File: config.mk
export PLATFORM = sky130hd
export DESIGN_NAME = sc_backg_scheduler
export DESIGN_NICKNAME = d
export VERILOG_FILES = /design/src/rtl/sc_backg_scheduler.sv
export SDC_FILE = /design/constraint.sdc
export NUM_CORES = 1
export LEC_CHECK = 0
export ABC_AREA = 1
export CORE_UTILIZATION = 30
export CTS_CLUSTER_DIAMETER = 30
export CTS_CLUSTER_SIZE = 30
export DETAILED_ROUTE_END_ITERATION = 16
export PLACE_DENSITY = 0.42
export SETUP_SLACK_MARGIN = 0.3
export SLEW_MARGIN = 20
export SYNTH_ARGS = -nofsm -noshare
export SYNTH_HDL_FRONTEND = slang
export SYNTH_SLANG_ARGS = --single-unit
File: constraint.sdc
create_clock -name SC_BACKGSCHED_CLOCK_50 -period 2 [get_ports SC_BACKGSCHED_CLOCK_50]
set_input_delay 0.4 -clock SC_BACKGSCHED_CLOCK_50 [delete_from_list [all_inputs] [get_ports SC_BACKGSCHED_CLOCK_50]]
set_output_delay 0.4 -clock SC_BACKGSCHED_CLOCK_50 [all_outputs]
set_load 0.03 [all_outputs]
File: src/rtl/sc_backg_scheduler.sv
// rtl/sc_backg_scheduler.sv - background row-bank command scheduler (clear/scroll/load arbitration)
// Optional pause input enabled by defining SC_BACKGSCHED_PAUSE_EN.
module sc_backg_scheduler #(
  parameter int ROWS       = 8,
  parameter int ROW_ADDR_W = 3,
  parameter int TICK_DIV   = 25000000
) (
  input  logic                  SC_BACKGSCHED_CLOCK_50,
  input  logic                  SC_BACKGSCHED_RESET_InHigh,
  input  logic                  SC_BACKGSCHED_startButton_InLow,
  input  logic                  SC_BACKGSCHED_loadReq_InHigh,
`ifdef SC_BACKGSCHED_PAUSE_EN
  input  logic                  SC_BACKGSCHED_pauseButton_InLow,
`endif
  output logic                  SC_BACKGSCHED_clear_OutLow,
  output logic                  SC_BACKGSCHED_load_OutLow,
  output logic                  SC_BACKGSCHED_shift_OutLow,
  output logic [ROW_ADDR_W-1:0] SC_BACKGSCHED_rowSel_Out,
  output logic                  SC_BACKGSCHED_loadAck_OutHigh,
  output logic                  SC_BACKGSCHED_busy_OutHigh
);

  localparam int PRESC_W = (TICK_DIV > 1) ? $clog2(TICK_DIV) : 1;
  localparam logic [PRESC_W-1:0]    PRESC_LAST = PRESC_W'(TICK_DIV - 1);
  localparam logic [ROW_ADDR_W-1:0] ROW_LAST   = ROW_ADDR_W'(ROWS - 1);
  localparam logic [ROW_ADDR_W-1:0] ROW_ONE    = ROW_ADDR_W'(1);

  typedef enum logic [3:0] {
    RESET        = 4'd0,
    START        = 4'd1,
    WAIT_PRESS   = 4'd2,
    CLEAR        = 4'd3,
    WAIT_RELEASE = 4'd4,
    IDLE         = 4'd5,
    SCROLL       = 4'd6,
    SCROLL_CLR   = 4'd7,
    LOAD         = 4'd8
  } state_t;

  state_t                  state, nextState;
  logic [ROW_ADDR_W-1:0]   rowCnt, nextRowCnt;
  logic [PRESC_W-1:0]      prescaler;
  logic                    pending;
  logic                    clearPending;
  logic                    prescHeld;
  logic                    pauseActive;
  logic                    tick;

`ifdef SC_BACKGSCHED_PAUSE_EN
  assign pauseActive = ~SC_BACKGSCHED_pauseButton_InLow;
`else
  assign pauseActive = 1'b0;
`endif

  // Prescaler and pending flag sit at zero until the first start press
  assign prescHeld = (state == RESET) || (state == START) || (state == WAIT_PRESS);
  assign tick      = !prescHeld && !pauseActive && (prescaler == PRESC_LAST);

  always_ff @(posedge SC_BACKGSCHED_CLOCK_50 or posedge SC_BACKGSCHED_RESET_InHigh) begin
    if (SC_BACKGSCHED_RESET_InHigh) begin
      prescaler <= '0;
    end else if (prescHeld) begin
      prescaler <= '0;
    end else if (!pauseActive) begin
      prescaler <= tick ? '0 : prescaler + PRESC_W'(1);
    end
  end

  // A tick coinciding with the IDLE->SCROLL dispatch wins over the clear
  always_ff @(posedge SC_BACKGSCHED_CLOCK_50 or posedge SC_BACKGSCHED_RESET_InHigh) begin
    if (SC_BACKGSCHED_RESET_InHigh) begin
      pending <= 1'b0;
    end else if (prescHeld) begin
      pending <= 1'b0;
    end else if (tick) begin
      pending <= 1'b1;
    end else if (clearPending) begin
      pending <= 1'b0;
    end
  end

  always_ff @(posedge SC_BACKGSCHED_CLOCK_50 or posedge SC_BACKGSCHED_RESET_InHigh) begin
    if (SC_BACKGSCHED_RESET_InHigh) begin
      state  <= RESET;
      rowCnt <= '0;
    end else begin
      state  <= nextState;
      rowCnt <= nextRowCnt;
    end
  end

  always_comb begin
    nextState    = state;
    nextRowCnt   = rowCnt;
    clearPending = 1'b0;
    case (state)
      RESET:      nextState = START;
      START:      nextState = WAIT_PRESS;
      WAIT_PRESS: begin
        nextRowCnt = '0;
        if (!SC_BACKGSCHED_startButton_InLow) nextState = CLEAR;
      end
      CLEAR: begin
        if (rowCnt == ROW_LAST) begin
          nextState  = WAIT_RELEASE;
          nextRowCnt = '0;
        end else begin
          nextRowCnt = rowCnt + ROW_ONE;
        end
      end
      WAIT_RELEASE: begin
        if (SC_BACKGSCHED_startButton_InLow) nextState = IDLE;
      end
      IDLE: begin
        nextRowCnt = '0;
        if (!SC_BACKGSCHED_startButton_InLow) begin
          nextState = CLEAR;
        end else if (pending && !pauseActive) begin
          nextState    = SCROLL;
          nextRowCnt   = ROW_LAST;
          clearPending = 1'b1;
        end else if (SC_BACKGSCHED_loadReq_InHigh) begin
          nextState = LOAD;
        end
      end
      // Destination-first walk: row r is overwritten only after it was copied to r+1
      SCROLL: begin
        if (rowCnt == ROW_ONE) begin
          nextState  = SCROLL_CLR;
          nextRowCnt = '0;
        end else begin
          nextRowCnt = rowCnt - ROW_ONE;
        end
      end
      SCROLL_CLR: nextState = IDLE;
      LOAD:       nextState = IDLE;
      default: begin
        nextState  = IDLE;
        nextRowCnt = '0;
      end
    endcase
  end

  always_comb begin
    SC_BACKGSCHED_clear_OutLow    = 1'b1;
    SC_BACKGSCHED_load_OutLow     = 1'b1;
    SC_BACKGSCHED_shift_OutLow    = 1'b1;
    SC_BACKGSCHED_rowSel_Out      = '0;
    SC_BACKGSCHED_loadAck_OutHigh = 1'b0;
    SC_BACKGSCHED_busy_OutHigh    = 1'b0;
    case (state)
      CLEAR: begin
        SC_BACKGSCHED_clear_OutLow = 1'b0;
        SC_BACKGSCHED_rowSel_Out   = rowCnt;
        SC_BACKGSCHED_busy_OutHigh = 1'b1;
      end
      SCROLL: begin
        SC_BACKGSCHED_shift_OutLow = 1'b0;
        SC_BACKGSCHED_rowSel_Out   = rowCnt;
        SC_BACKGSCHED_busy_OutHigh = 1'b1;
      end
      SCROLL_CLR: begin
        SC_BACKGSCHED_clear_OutLow = 1'b0;
        SC_BACKGSCHED_busy_OutHigh = 1'b1;
      end
      LOAD: begin
        SC_BACKGSCHED_load_OutLow     = 1'b0;
        SC_BACKGSCHED_loadAck_OutHigh = 1'b1;
        SC_BACKGSCHED_busy_OutHigh    = 1'b1;
      end
      default: ;
    endcase
  end

endmodule

==> impl_metrics.csv <==
group,metric,value,unit
run_status,status,"complete, no violations",
critical_path,cp-start-kind,"flop",
clock_network,clk_pin_slew,70,ps
timing,setup_slack,193.5,ps
logic_synthesis,synth_area_per_cell,6.976,µm²
critical_path,timing.rr.end,"state[2]",
cells_and_area,mostFrequentLayoutCell,"nand2_1",
min_path,hold_class,"in -> async",
global_routing,grt_pass1_wl,9.052,mm
critical_path,ff2ff_path_depth,11,
clock_network,clkSinkCount,33,
logic_synthesis,synth_ff_type,"dfrtp_1",
drt,wl_met2,2.167,mm
power_and_ir_drop,seq_power_share,0.298,
placement,dpl_cell_area,2327,µm²
floorplanning,start_util,0.3087,
power_and_ir_drop,power_frac_clock,0.176,
power_and_ir_drop,internal-power,1.653,mW
drt,dr.pass1.iters,4,
clock_network,cts_made_buffers,5,
placement,hpwl,3.851,mm
timing,drv_slew,0,
global_routing,grt_pass1_vias,1867,
logic_synthesis,synth_nets,308,
drt,vias,1913,
drt,drt-met1-wl,2.800,mm
clock_network,cts.htree.levels,2,
timing,fmax,0.5535,GHz
logic_synthesis,synth-edff-count,0,
critical_path,path_max_fanout,4,
timing,whs,521.8,ps
cells_and_area,fillers,724,
run,drv_cap,0,
critical_path,cp_slowest_stage_delay,440,ps
critical_path,critPathBufInv,5,
logic_synthesis,ys_warn_count,0,
power_and_ir_drop,p_leak,1.126,nW
logic_synthesis,syn-cell-area,2086,µm²
clock_network,cts_tree,"yes",
logic_synthesis,synth.yosys.seq_area_share,0.3959,
timing,tns,0,ps
critical_path,crit_slowest_cell,"dfrtp_2",
critical_path,end_kind,"output port",
cells_and_area,final_nets,346,
global_routing,grt_max_degree,34,
cells_and_area,utilization,0.3854,
cells_and_area,syn2layout_area_growth,24.84,%
logic_synthesis,synthArstFlopShare,1.000,
floorplanning,die_width,85.38,µm
critical_path,crit_type,"reg -> out",
logic_synthesis,yosysUniqueCellTypes,22,
critical_path,required,1600,ps
cells_and_area,multiInputGateArea,1199,µm²
timing,fin_skew,5.238,ps
global_routing,gr-usage-all-layers,0.1600,
floorplanning,num_rows,30,
power_and_ir_drop,power_density,1112,nW/µm²
critical_path,ff2ff_setup_slack,430,ps
critical_path,cp.arrival,1410,ps
timing,worstMarginPinSlew,439.3,ps
logic_synthesis,postSynthCellCount,299,
clock_network,clk_latency,280,ps
drt,drt-total-wl,5.158,mm
clock_network,ctsHoldBuffers,0,
cells_and_area,seq_area,829.5,µm²
floorplanning,die_area,7290,µm²
placement,place.gp.congestion,0.7875,
cells_and_area,drive_gt1_frac,0.2047,
drt,routed.top_layer,"met4",
power_and_ir_drop,pwr-share-comb,0.526,
placement,pre_cts_ws,56.90,ps
timing,hold_viol,0,
drt,vias_per_cell,4.588,
power_and_ir_drop,vdd_drop_max,0.5214,mV
power_and_ir_drop,p_switching,1.243,mW
cells_and_area,n_antenna_cell,0,
drt,route.met3.wl,151,µm
cells_and_area,postLayoutCellArea,2604,µm²
critical_path,rr_startpoint,"state[1]",
floorplanning,ios,12,
global_routing,antenna_found_initial,0,
power_and_ir_drop,switching_share,0.4292,
critical_path,crit_top_cell,"buf_6",
logic_synthesis,synth_seq_cells,33,
placement,numPortBuffers,11,
floorplanning,core,6756,µm²
drt,drc_errors,0,
drt,routedWlPerCell,12.37,µm
timing,finalSetupViolCount,0,
floorplanning,die_y,85.38,µm
cells_and_area,mostFrequentLayoutCells,"nand2_1, nor2_1, dfrtp_1, nand3_1, inv_1",
clock_network,clockBufferDepth,2,
timing,maxSlewHeadroom,0.7071,
critical_path,path_cells,"buf_6 > nand2_4 > buf_6 > inv_2 > nand2_2 > nand2_2 > inv_4 > nor2_4 > buf_6",
timing,period_share,0.9033,
timing,fin_crit,1807,ps
drt,drt_iter0_markers,67,
timing,rsz0062_at_grt,"true",
global_routing,gr-total-overflow,0,
drt,antenna_left,0,
critical_path,cp_top_family,"buffers and inverters",
clock_network,cts_root_buffer,"clkbuf_8",
## logic make-up after synthesis
group | after synthesis | share of synthesized area
DFF | 33 | 0.3959
buffers and inverters | 31 | 0.05999
xor gates and xnor gates | 16 | 0.06718
and+or+nand+nor | 201 | 0.4115
AOI/OAI and AO/OA | 13 | 0.03539
adders and majority gates | 5 | 0.02999
## registers in the layout (all words and copies together), names as in the netlist
register,count
prescaler,25
pending,1
rowCnt,3
state,4
## final cells by class
cell class,instances,share of cell area
flip-flops and latches,33,0.3186
inverters,29,0.04277
multi-input cells,235,0.4604
well taps,80,0.03844
clock buffers,7,0.03316
repair buffers,33,0.1067
## synthesized netlist by cell type (3+ instances only)
library cell   n  share of area
nor2_2         6          0.018
ha_1           5          0.030
xor2_1        10          0.042
inv_1         27          0.049
xnor2_1        6          0.025
nor2_4         3          0.016
nand2_2        3         0.0090
nor2_1        75           0.13
a21oi_1        5          0.012
nand3_1       28          0.067
dfrtp_1       33           0.40
nand2_1       82           0.15
o21ai_0        4         0.0096
## power groups by stage
stage               Sequential, mW  Clock (mW)  Combinational, mW
finish                       0.862       0.509               1.52
CTS                          0.860       0.532               1.39
global route                 0.876       0.562               1.74
global placement             0.863           0               1.23
detailed placement           0.866           0               1.20
floorplan                    0.853           0              0.865
## layer usage
metal	vias to the layer above	global-route usage
met5	-	0
met2	15	0.2405
met1	896	0.2381
met3	5	0.02918
li1	997	-
met4	0	0.03636
## worst max-delay path by stage
stage / startpoint / to / slack (ps) / cells past startpoint
detailed placement: state[1] / SC_BACKGSCHED_busy_OutHigh / 60 / 5
global route: state[1] / SC_BACKGSCHED_rowSel_Out[2] / 130 / 9
CTS: state[1] / SC_BACKGSCHED_rowSel_Out[1] / 140 / 9
global placement: state[1] / SC_BACKGSCHED_busy_OutHigh / 100 / 5
floorplan: state[1] / SC_BACKGSCHED_rowSel_Out[0] / 300 / 6
finish: state[1] / SC_BACKGSCHED_rowSel_Out[2] / 190 / 9
## timing repair
item / CTS / global route
setup buffers: 10 / 6
pin swaps: 7 / 3
resized for setup: 33 / 19
setup endpoints to repair: 8 / 22
## per-stage QoR
step / cells / power [mW]
floorplan: 299 / 1.718
global placement: 394 / 2.089
detailed placement: 394 / 2.066
CTS: 411 / 2.779
global route: 417 / 3.174
finish: 417 / 2.895
## worst reg2reg max path, delay by kind of cell, from the launching register on
kind | cells | cell delay [ps]
and+or+nand+nor | 8 | 730
DFF | 1 | 410
buffers and inverters | 3 | 360
Power figures use the tool's default switching activity.
